$ cat src/rtl/alu_if.sv
// Operand/opcode bus between the controller and the 4-bit ALU.
// The controller drives the operands, opcode and strobe. The ALU returns the registered result.
interface alu_if;
  logic [3:0] in1;
  logic [3:0] in2;
  logic [2:0] s;
  logic       ld;
  logic [7:0] out;

  modport master (
    output in1,
    output in2,
    output s,
    output ld,
    input  out
  );

  modport slave (
    input  in1,
    input  in2,
    input  s,
    input  ld,
    output out
  );
endinterface

$ cat src/rtl/alu.sv
// 4-bit registered ALU with an 8-bit result.
// Opcodes 101/110 reuse out[3:0] as a loadable up/down counter, with the terminal-count flag in out[4].
module alu (
  input  logic clk,
  input  logic rst,
  alu_if.slave bus
);

  typedef enum logic [2:0] {
    OP_ADD  = 3'b000,
    OP_SUB  = 3'b001,
    OP_INC  = 3'b010,
    OP_DEC  = 3'b011,
    OP_CMP  = 3'b100,
    OP_UP   = 3'b101,
    OP_DOWN = 3'b110,
    OP_MUL2 = 3'b111
  } op_t;

  logic [7:0] out_reg;
  logic [7:0] out_next;
  logic [4:0] sum_next;
  logic [4:0] inc_next;
  logic [3:0] count_next;
  logic       gt_next;
  logic       lt_next;
  logic       eq_next;
  op_t        op;

  assign op = op_t'(bus.s);

  always_comb begin
    sum_next = {1'b0, bus.in1} + {1'b0, bus.in2};
    inc_next = {1'b0, bus.in1} + 5'd1;
    gt_next  = (bus.in1 > bus.in2);
    lt_next  = (bus.in1 < bus.in2);
    eq_next  = (bus.in1 == bus.in2);
  end

  // Counter modes always advance when ld is low. All other opcodes hold when ld is low.
  always_comb begin
    out_next   = out_reg;
    count_next = out_reg[3:0];
    case (op)
      OP_ADD:  if (bus.ld) out_next = {3'b000, sum_next};
      OP_SUB:  if (bus.ld) out_next = {4'h0, bus.in1 - bus.in2};
      OP_INC:  if (bus.ld) out_next = {3'b000, inc_next};
      OP_DEC:  if (bus.ld) out_next = {4'h0, bus.in1 - 4'd1};
      OP_CMP:  if (bus.ld) out_next = {5'b00000, gt_next, lt_next, eq_next};
      OP_MUL2: if (bus.ld) out_next = {3'b000, bus.in1, 1'b0};
      OP_UP: begin
        count_next = bus.ld ? bus.in1 : out_reg[3:0] + 4'd1;
        out_next   = {3'b000, (count_next == 4'hF), count_next};
      end
      OP_DOWN: begin
        count_next = bus.ld ? bus.in1 : out_reg[3:0] - 4'd1;
        out_next   = {3'b000, (count_next == 4'h0), count_next};
      end
      default: out_next = out_reg;
    endcase
  end

  always_ff @(posedge clk) begin
    if (rst) begin
      out_reg <= 8'h00;
    end else begin
      out_reg <= out_next;
    end
  end

  assign bus.out = out_reg;

endmodule

$ cat src/flat_wrapper.sv
// flat-port wrapper written by rule: the top's interface ports become plain ports
module alu_flat 
  (clk, rst, bus_in1, bus_in2, bus_s, bus_ld, bus_out);
  alu_if bus_i ();
  input  logic clk;
  input  logic rst;
  input wire logic [$bits(bus_i.in1)-1:0] bus_in1;
  input wire logic [$bits(bus_i.in2)-1:0] bus_in2;
  input wire logic [$bits(bus_i.s)-1:0] bus_s;
  input wire logic [$bits(bus_i.ld)-1:0] bus_ld;
  output wire logic [$bits(bus_i.out)-1:0] bus_out;
  assign bus_i.in1 = bus_in1;
  assign bus_i.in2 = bus_in2;
  assign bus_i.s = bus_s;
  assign bus_i.ld = bus_ld;
  assign bus_out = bus_i.out;
  alu u_core (.clk(clk), .rst(rst), .bus(bus_i));
endmodule
$ cat config.mk
export PLATFORM = sky130hd
export DESIGN_NAME = alu_flat
export DESIGN_NICKNAME = d
export VERILOG_FILES = /design/src/rtl/alu_if.sv /design/src/rtl/alu.sv /design/src/flat_wrapper.sv
export SDC_FILE = /design/constraint.sdc
export NUM_CORES = 1
export LEC_CHECK = 0
export ABC_AREA = 1
export BUFFER_PORTS_ARGS = -buffer_cell sky130_fd_sc_hd__clkbuf_2
export CAP_MARGIN = 25
export CELL_PAD_IN_SITES_DETAIL_PLACEMENT = 1
export CELL_PAD_IN_SITES_GLOBAL_PLACEMENT = 2
export CORE_UTILIZATION = 24
export CTS_CLUSTER_SIZE = 25
export DETAILED_ROUTE_END_ITERATION = 12
export GPL_TIMING_DRIVEN = 0
export PLACE_DENSITY_LB_ADDON = 0.1
export SLEW_MARGIN = 20
export SYNTH_ARGS = -nofsm -noshare
export SYNTH_HDL_FRONTEND = slang
export SYNTH_SLANG_ARGS = --single-unit
$ cat constraint.sdc
create_clock -name clk -period 1.9 [get_ports clk]
set_input_delay 0.285 -clock clk [delete_from_list [all_inputs] [get_ports clk]]
set_output_delay 0.285 -clock clk [all_outputs]
set_load 0.02 [all_outputs]
# [Word level (Yosys, flattened, before mapping)]
# Index checks and enable logic that the tools add are counted.
# Widths: inputs -> output; s select.
[totals] ff_bits=8 input_bits=14 output_inout_bits=8 elab_cells=36
[classes] addsub=6 order_cmp=2 eq_ne=15 mux=9 n_reduce_logical=3
[op_table] operator="$pmux 8 s8" n=1
[op_table] operator="$mux 8" n=6
[op_table] operator="$eq 3x3->1 const B" n=4
[op_table] operator="$ne 2x2->1 const B" n=6
[op_table] operator="$mux 4" n=2
[op_table] operator="$sub 4x1->4 const B" n=2
[op_table] operator="$eq 3x2->1 const B" n=2
[op_table] operator="$reduce_and 6->1" n=1
[op_table] operator="$add 4x1->5 const B" n=1
[op_table] operator="$add 4x4->5" n=1
[op_table] operator="$add 4x1->4 const B" n=1
[op_table] operator="$eq 4x4->1" n=1
[op_table] operator="$eq 4x4->1 const B" n=1
[op_table] operator="$gt 4x4->1" n=1
[op_table] operator="$logic_not 4->1" n=1
[op_table] operator="$lt 4x4->1" n=1
[op_table] operator="$sub 4x4->4" n=1
[op_table] operator="$eq 3x1->1 const B" n=1
[op_table] operator="$logic_not 3->1" n=1

# [Depth between registers and ports, before layout]
# Gate-level depths: netlist of run 1.
[depth] word_depth=4 mapped_depth=12

# [Worst setup path after synthesis of run 1]
# Ideal clock, no wire load.
[synth_path] path_type="input -> register" from="input bus_s[0]" to="register u_core.out_reg[4] (netlist: u_core.bus.out[4])" arrival_time_ns=1.679 t_required_ns=1.785 setup_slack_ns=0.106 path_stages=12 path_cell_list="inv_1 nand3_1 nand2_1 ha_1 fa_1 nand2_1 inv_1 o21a_1 o21ai_0 nand4_1 nor2_1 nor2_1"
[synth_between] elab_chain_cells=3 word_cells_on_any_way=16
[synth_rtl] item="start: declaration" line="flat_wrapper.sv:9" text="input wire logic [$bits(bus_i.s)-1:0] bus_s;"
[synth_rtl] item="$eq 3x3->1 (tied with other cells)" line="alu.sv:44" text="case (op)"
[synth_rtl] item="$ne 2x2->1 (no line)"
[synth_rtl] item="$reduce_and 6->1 (no line)"
[synth_rtl] item="end signal: assignment" line="alu.sv:67" text="out_reg <= out_next;"
[synth_rtl] item="end: declaration" line="alu.sv:20" text="logic [7:0] out_reg;"
# Several ways; a longest one is shown, not always the timed one.
# A chain may end at the register's enable or synchronous reset.

# [Worst setup path in the final report of run 1]
[layout_path] from="input bus_s[2]" to="register u_core.out_reg[4] (netlist: u_core.bus.out[4])"
# Same word-level chain as after synthesis.

==> results of run 1 <==
## layer usage
layer / up-vias / global-route usage (%) / wire length (um) / share of wire, %
li1: 612 / - / - / -
met1: 532 / 21.5 / 1540 / 49
met2: 26 / 27.0 / 1440 / 46
met3: 0 / 1.03 / 140 / 4.5
met4: 0 / 3.19 / 0 / 0
met5: - / 0 / 0 / 0
## synth_stat cells, drive strengths merged (2+ instances only)
library cell	number	area share, %
nand4	6	3.8
a21oi	11	5.6
nor2	20	8.6
inv	31	12
nand2	48	18
nand3	22	12
fa	2	4.0
buf	3	2.3
o21ai	7	3.5
or2	2	1.3
ha	11	14
nor3	2	1.0
dfxtp	5	10
## final timing paths
path / depth (start not counted) / to / start
setup / recovery: 13 / u_core.bus.out[4]$_SDFFE_PP0P_ / bus_s[2]
hold / removal: 2 / u_core.bus.out[3]$_SDFFE_PP0P_ / rst
setup reg to reg: 10 / u_core.bus.out[4]$_SDFFE_PP0P_ / u_core.bus.out[0]$_SDFFE_PP0P_
hold reg to reg: 2 / u_core.bus.out[3]$_SDFFE_PP0P_ / u_core.bus.out[3]$_SDFFE_PP0P_
## power by group
group          total (uW)  switching, uW  internal [uW]
registers             132           16.5            116
clock network         195           51.1            144
logic                 285            179            106
## area by class of cell
cell class | count | area (um^2) | share of cell area (%)
repair buffers | 20 | 108 | 8.64
flip-flops and latches | 5 | 100 | 8.04
plain buffers | 3 | 22.5 | 1.81
multi-input cells | 139 | 788 | 63.3
inverters | 31 | 121 | 9.75
well taps | 48 | 60.1 | 4.82
clock buffers | 4 | 45.0 | 3.62
## metrics by stage
stage	total power (uW)	cell area, um^2	utilization [%]	setup TNS [ns]	hold WS, ns
after floorplan	317	997	-	0	0.354
after global placement	398	1150	30.2	-0.672	0.509
after detailed placement	408	1150	30.2	-0.868	0.514
after CTS	611	1210	31.9	0	0.289
after global routing	670	1240	32.8	0	0.294
final	612	1240	32.8	0	0.286
## cell families (layout without fill, tap and decap cells)
| kind of cell | count (synthesis) | after routing | share of synthesized area (%) |
|---|---|---|---|
| compound gates | 22 | 22 | 12.1 |
| fa+ha+maj | 13 | 13 | 18.0 |
| xor+xnor | 1 | 1 | 0.885 |
| flops | 5 | 5 | 10.1 |
| other cells | 1 | 3 | 0.379 |
| simple gates | 100 | 100 | 44.5 |
| buf+inv | 34 | 58 | 14.0 |
## worst max-delay path: cells and delay by family
family | cells | cell delay [ns]
compound gates | 2 | 0.29
buf+inv | 3 | 0.24
simple gates | 6 | 0.54
fa+ha+maj | 2 | 0.53
## what timing repair did
item	4_1_cts	5_1_grt
setup buffers	0	2
pin swaps	1	3
cloned	0	0
resized for setup	7	7
endpoints found under the hold margin	0	0
setup endpoints to repair	2	3
==> results.ini, run 1 <==
[min_path]
hold_class = in -> reg

[critical_path]
cp.arrival_ns = 1.88
cpPeakStageDelay_ns = 0.34
worst-setup-path-type = in -> reg
critPathMaxFanout = 7
slowest_stage = fa_2
end_kind = register
worstPathRequired_ns = 2.01
startpoint_type = input pin
crit_chain = buf_4 -> inv_4 -> nand3_4 -> nand2_1 -> ha_2 -> fa_2 -> nand2_1 -> inv_1 -> o21a_1 -> o21ai_2 -> nand4_1 -> nor2_1 -> nor2_1
reg2reg_slack_ns = 0.23

[clock_tree]
cts_buffers = 3
cts.sinks = 5
cts_max_path_buffers = 2
clock-root-buffer = clkbuf_8
insertion_delay_ns = 0.22
clk_pin_slew_ns = 0.04
ctsHoldBuffers = 0
htree_levels = 1
cts_tree = built

[drt]
drt-vias-per-instance = 4.68
routedWlPerCell_um = 12.5
drc_errors = 0
drt_iter0_drc = 54
dr_total_vias = 1170
wirelength_mm = 3.11
postRouteAntennaNets = 0
drtPass1Iterations = 4

[finish]
nets = 230
largest_register_ff_count = 5
nFillCells = 528
diodes = 0
layout-drive-gt1-share_pct = 21.3
final_cell_mix = nand2_1 (48), inv_1 (26), nand3_1 (20)
stdcell_count = 250
mostFrequentLayoutCell = nand2_1
area_growth_pct = 25.8

[global_routing]
grt_overflow = 0
grt_max_degree = 11
grt_pass1_vias = 1162
track_usage_pct = 15.8
antenna_found_initial = 0
grt_pass1_wl_mm = 5.29

[sta]
fmax_ghz = 0.565
slew_viol_final = 0
finalHoldViolCount = 0
skew_ns = 0.000644
period_minus_slack_ns = 1.77
rsz0062_at_grt = no
fin_crit_sh_pct = 93.2
finalSetupViolations = 0
layout_setup_ws_ns = 0.129

[die]
die_w_um = 66.2
coreArea_um2 = 3800
die_h_um = 66.2
fp-row-count = 22
ios = 22
design.die.area_um2 = 4380
start_util_pct = 26.1

[synth]
synth-async-reset-ratio_pct = 0
avgSynthCellArea_um2 = 5.62
synthFlopType = dfxtp_1
ys_warn_count = 0
synth_enable_flop_cells = 0
syn_inst = 176
yosysUniqueCellTypes = 24
synth.ff_latch_count = 5
ys_seq_area_share_pct = 10.1
syn_area_um2 = 990

[power]
ir_drop_uv = 286
power.density_nw_per_um2 = 492
p_leak_uw = 0.000670

[placed_design]
pre_cts_ws_ns = -0.448
place.gp.congestion = 0.773
io_buffer_count = 18
dpl.cell_count = 244
dp_hpwl_mm = 2.69

[run]
drv_cap = 0

[run_status]
status = finished, final reports clean

Note: power is estimated with default switching activity, not from simulation.
==> run 2: changes to the inputs <==
- CORE_ASPECT_RATIO: default -> 0.7
- HOLD_SLACK_MARGIN: default -> 0.03
==> results.ini, run 2 (synthesis results as in run 1) <==
[run_status]
status = finished, final reports clean  ; unchanged

[die]
die_h_um = 55.7  ; was 66.2 um
fp-row-count = 19  ; was 22
coreArea_um2 = 3950  ; was 3800 um^2
start_util_pct = 25.1  ; was 26.1%
design.die.area_um2 = 4390  ; was 4380 um^2
ios = 22  ; unchanged
die_w_um = 78.8  ; was 66.2 um

[sta]
fmax_ghz = 0.549  ; was 0.565 GHz
skew_ns = 0.00278  ; was 0.000644 ns
finalSetupViolations = 0  ; unchanged
finalHoldViolCount = 0  ; unchanged
slew_viol_final = 0  ; unchanged
fin_crit_sh_pct = 95.8  ; was 93.2%
period_minus_slack_ns = 1.82  ; was 1.77 ns
rsz0062_at_grt = yes  ; was no
finalSetupTns_ns = 0  ; unchanged

[drt]
postRouteAntennaNets = 0  ; unchanged
drc_errors = 0  ; unchanged
dr_total_vias = 1163  ; was 1,170
drt_iter0_drc = 64  ; was 54
routedWlPerCell_um = 12.4  ; was 12.5 um
drtPass1Iterations = 4  ; unchanged
drt-vias-per-instance = 4.58  ; was 4.68
wirelength_mm = 3.14  ; was 3.11 mm

[clock_tree]
insertion_delay_ns = 0.22  ; about the same
cts_buffers = 3  ; unchanged
cts_max_path_buffers = 2  ; unchanged
htree_levels = 1  ; unchanged
clock-root-buffer = clkbuf_8  ; unchanged
ctsHoldBuffers = 0  ; unchanged
cts_tree = built  ; unchanged
cts.sinks = 5  ; unchanged
clk_pin_slew_ns = 0.04  ; about the same

[critical_path]
slowest_stage = fa_2  ; unchanged
cpPeakStageDelay_ns = 0.39  ; was 0.34 ns
worst_path_most_repeated_cell = nand3_1
cp.arrival_ns = 1.93  ; was 1.88 ns
startpoint_type = input pin  ; unchanged
reg2regPathDepth = 10  ; unchanged
critPathMaxFanout = 4  ; was 7
worstPathRequired_ns = 2.01  ; about the same
cp_top_family = simple AND/OR/NAND/NOR gates  ; unchanged
worst-setup-path-type = in -> reg  ; unchanged
end_kind = register  ; unchanged
cp_num_buf_inv = 4  ; was 3
crit_cells = 12  ; was 13
crit_chain = buf_4 -> inv_4 -> ha_2 -> inv_2 -> fa_2 -> or2_4 -> nand3_2 -> nand3_1 -> nor2_1 -> nand3_1 -> o21ai_1 -> inv_1  ; was buf_4 -> inv_4 -> nand3_4 -> nand2_1 -> ha_2 -> fa_2 -> nand2_1 -> inv_1 -> o21a_1 -> o21ai_2 -> nand4_1 -> nor2_1 -> nor2_1

[finish]
nets = 230  ; unchanged
diodes = 0  ; unchanged
fin_util_pct = 32.1  ; was 32.8%
area_growth_pct = 28.1  ; was 25.8%
largest_register_ff_count = 5  ; unchanged
layout-drive-gt1-share_pct = 24.3  ; was 21.3%
stdcell_count = 254  ; was 250
final_cell_mix = nand2_1 (46), inv_1 (24), nand3_1 (19)  ; was nand2_1 (48), inv_1 (26), nand3_1 (20)
fin_area_um2 = 1270  ; was 1240 um^2
mostFrequentLayoutCell = nand2_1  ; unchanged

[global_routing]
antenna_found_initial = 0  ; unchanged
track_usage_pct = 15.9  ; was 15.8%
grt_overflow = 0  ; unchanged
grt_pass1_wl_mm = 5.50  ; was 5.29 mm
grt_max_degree = 11  ; unchanged
grt_pass1_vias = 1181  ; was 1,162

[min_path]
hold_depth = 2  ; unchanged
hold_class = in -> reg  ; unchanged

[placed_design]
dp_hpwl_mm = 2.74  ; was 2.69 mm
place_area_um2 = 1150  ; about the same
place.gp.congestion = 0.840  ; was 0.773
dpl.cell_count = 248  ; was 244
io_buffer_count = 18  ; unchanged

[run]
drv_cap = 0  ; unchanged

[power]
p_leak_uw = 0.000669  ; was 0.000670 uW
power.density_nw_per_um2 = 487  ; was 492 nW/um^2
power.total_uw = 618  ; was 612 uW
ir_drop_uv = 429  ; was 286 uV

-- run 2: per-stage QoR --
stage	hold WS [ns]	worst slack (ns)
after floorplan	0.354	0.106
after global placement	0.506	-0.398
after detailed placement	0.517	-0.417
after CTS	0.296	-0.0123
after global routing	0.314	-0.00255
final	0.294	0.0796
-- run 2: what timing repair did --
action,CTS,global route
setup buffers,1,1
pin swaps,3,8
endpoints found under the setup margin,2,3
resized for setup,7,17
-- run 2: report_power, final --
part	leakage (uW)	total, uW	internal (uW)	switching (uW)
sequential	0.0000413	133	116	16.6
combinational	0.000605	291	109	182
clock	0.0000228	194	144	49.7
-- run 2: worst register-to-register path, delay by kind of cell (launching register included) --
kind	cells	cell delay [ns]
compound gates	1	0.11
fa+ha+maj	1	0.30
buf+inv	1	0.13
flops	1	0.45
simple gates	7	0.60
-- run 2: worst paths after layout --
path | start | end | slack, ns
worst min register to register | u_core.bus.out[4]$_SDFFE_PP0P_ | u_core.bus.out[4]$_SDFFE_PP0P_ | 0.52
worst max register to register | u_core.bus.out[0]$_SDFFE_PP0P_ | u_core.bus.out[4]$_SDFFE_PP0P_ | 0.21
worst max-delay path | bus_in1[0] | u_core.bus.out[2]$_SDFFE_PP0P_ | 0.08
worst min-delay path | rst | u_core.bus.out[3]$_SDFFE_PP0P_ | 0.29
-- run 2: cell type report --
type / instances / area (um^2)
repair buffers: 20 / 110
flip-flops and latches: 5 / 100
plain buffers: 3 / 22.5
well taps: 52 / 65.1
inverters: 31 / 121
clock buffers: 4 / 45.0
fillers: 552 / 2680
multi-input cells: 139 / 803
-- run 2: per-layer routing --
metal | wire length [um] | part of all wire, % | GRT usage, % | vias up
met5 | 0 | 0 | 0 | -
met4 | 0 | 0 | 0.794 | 0
met3 | 82 | 2.6 | 1.97 | 0
met2 | 1210 | 39 | 22.9 | 17
met1 | 1840 | 59 | 25.9 | 530
li1 | - | - | - | 616
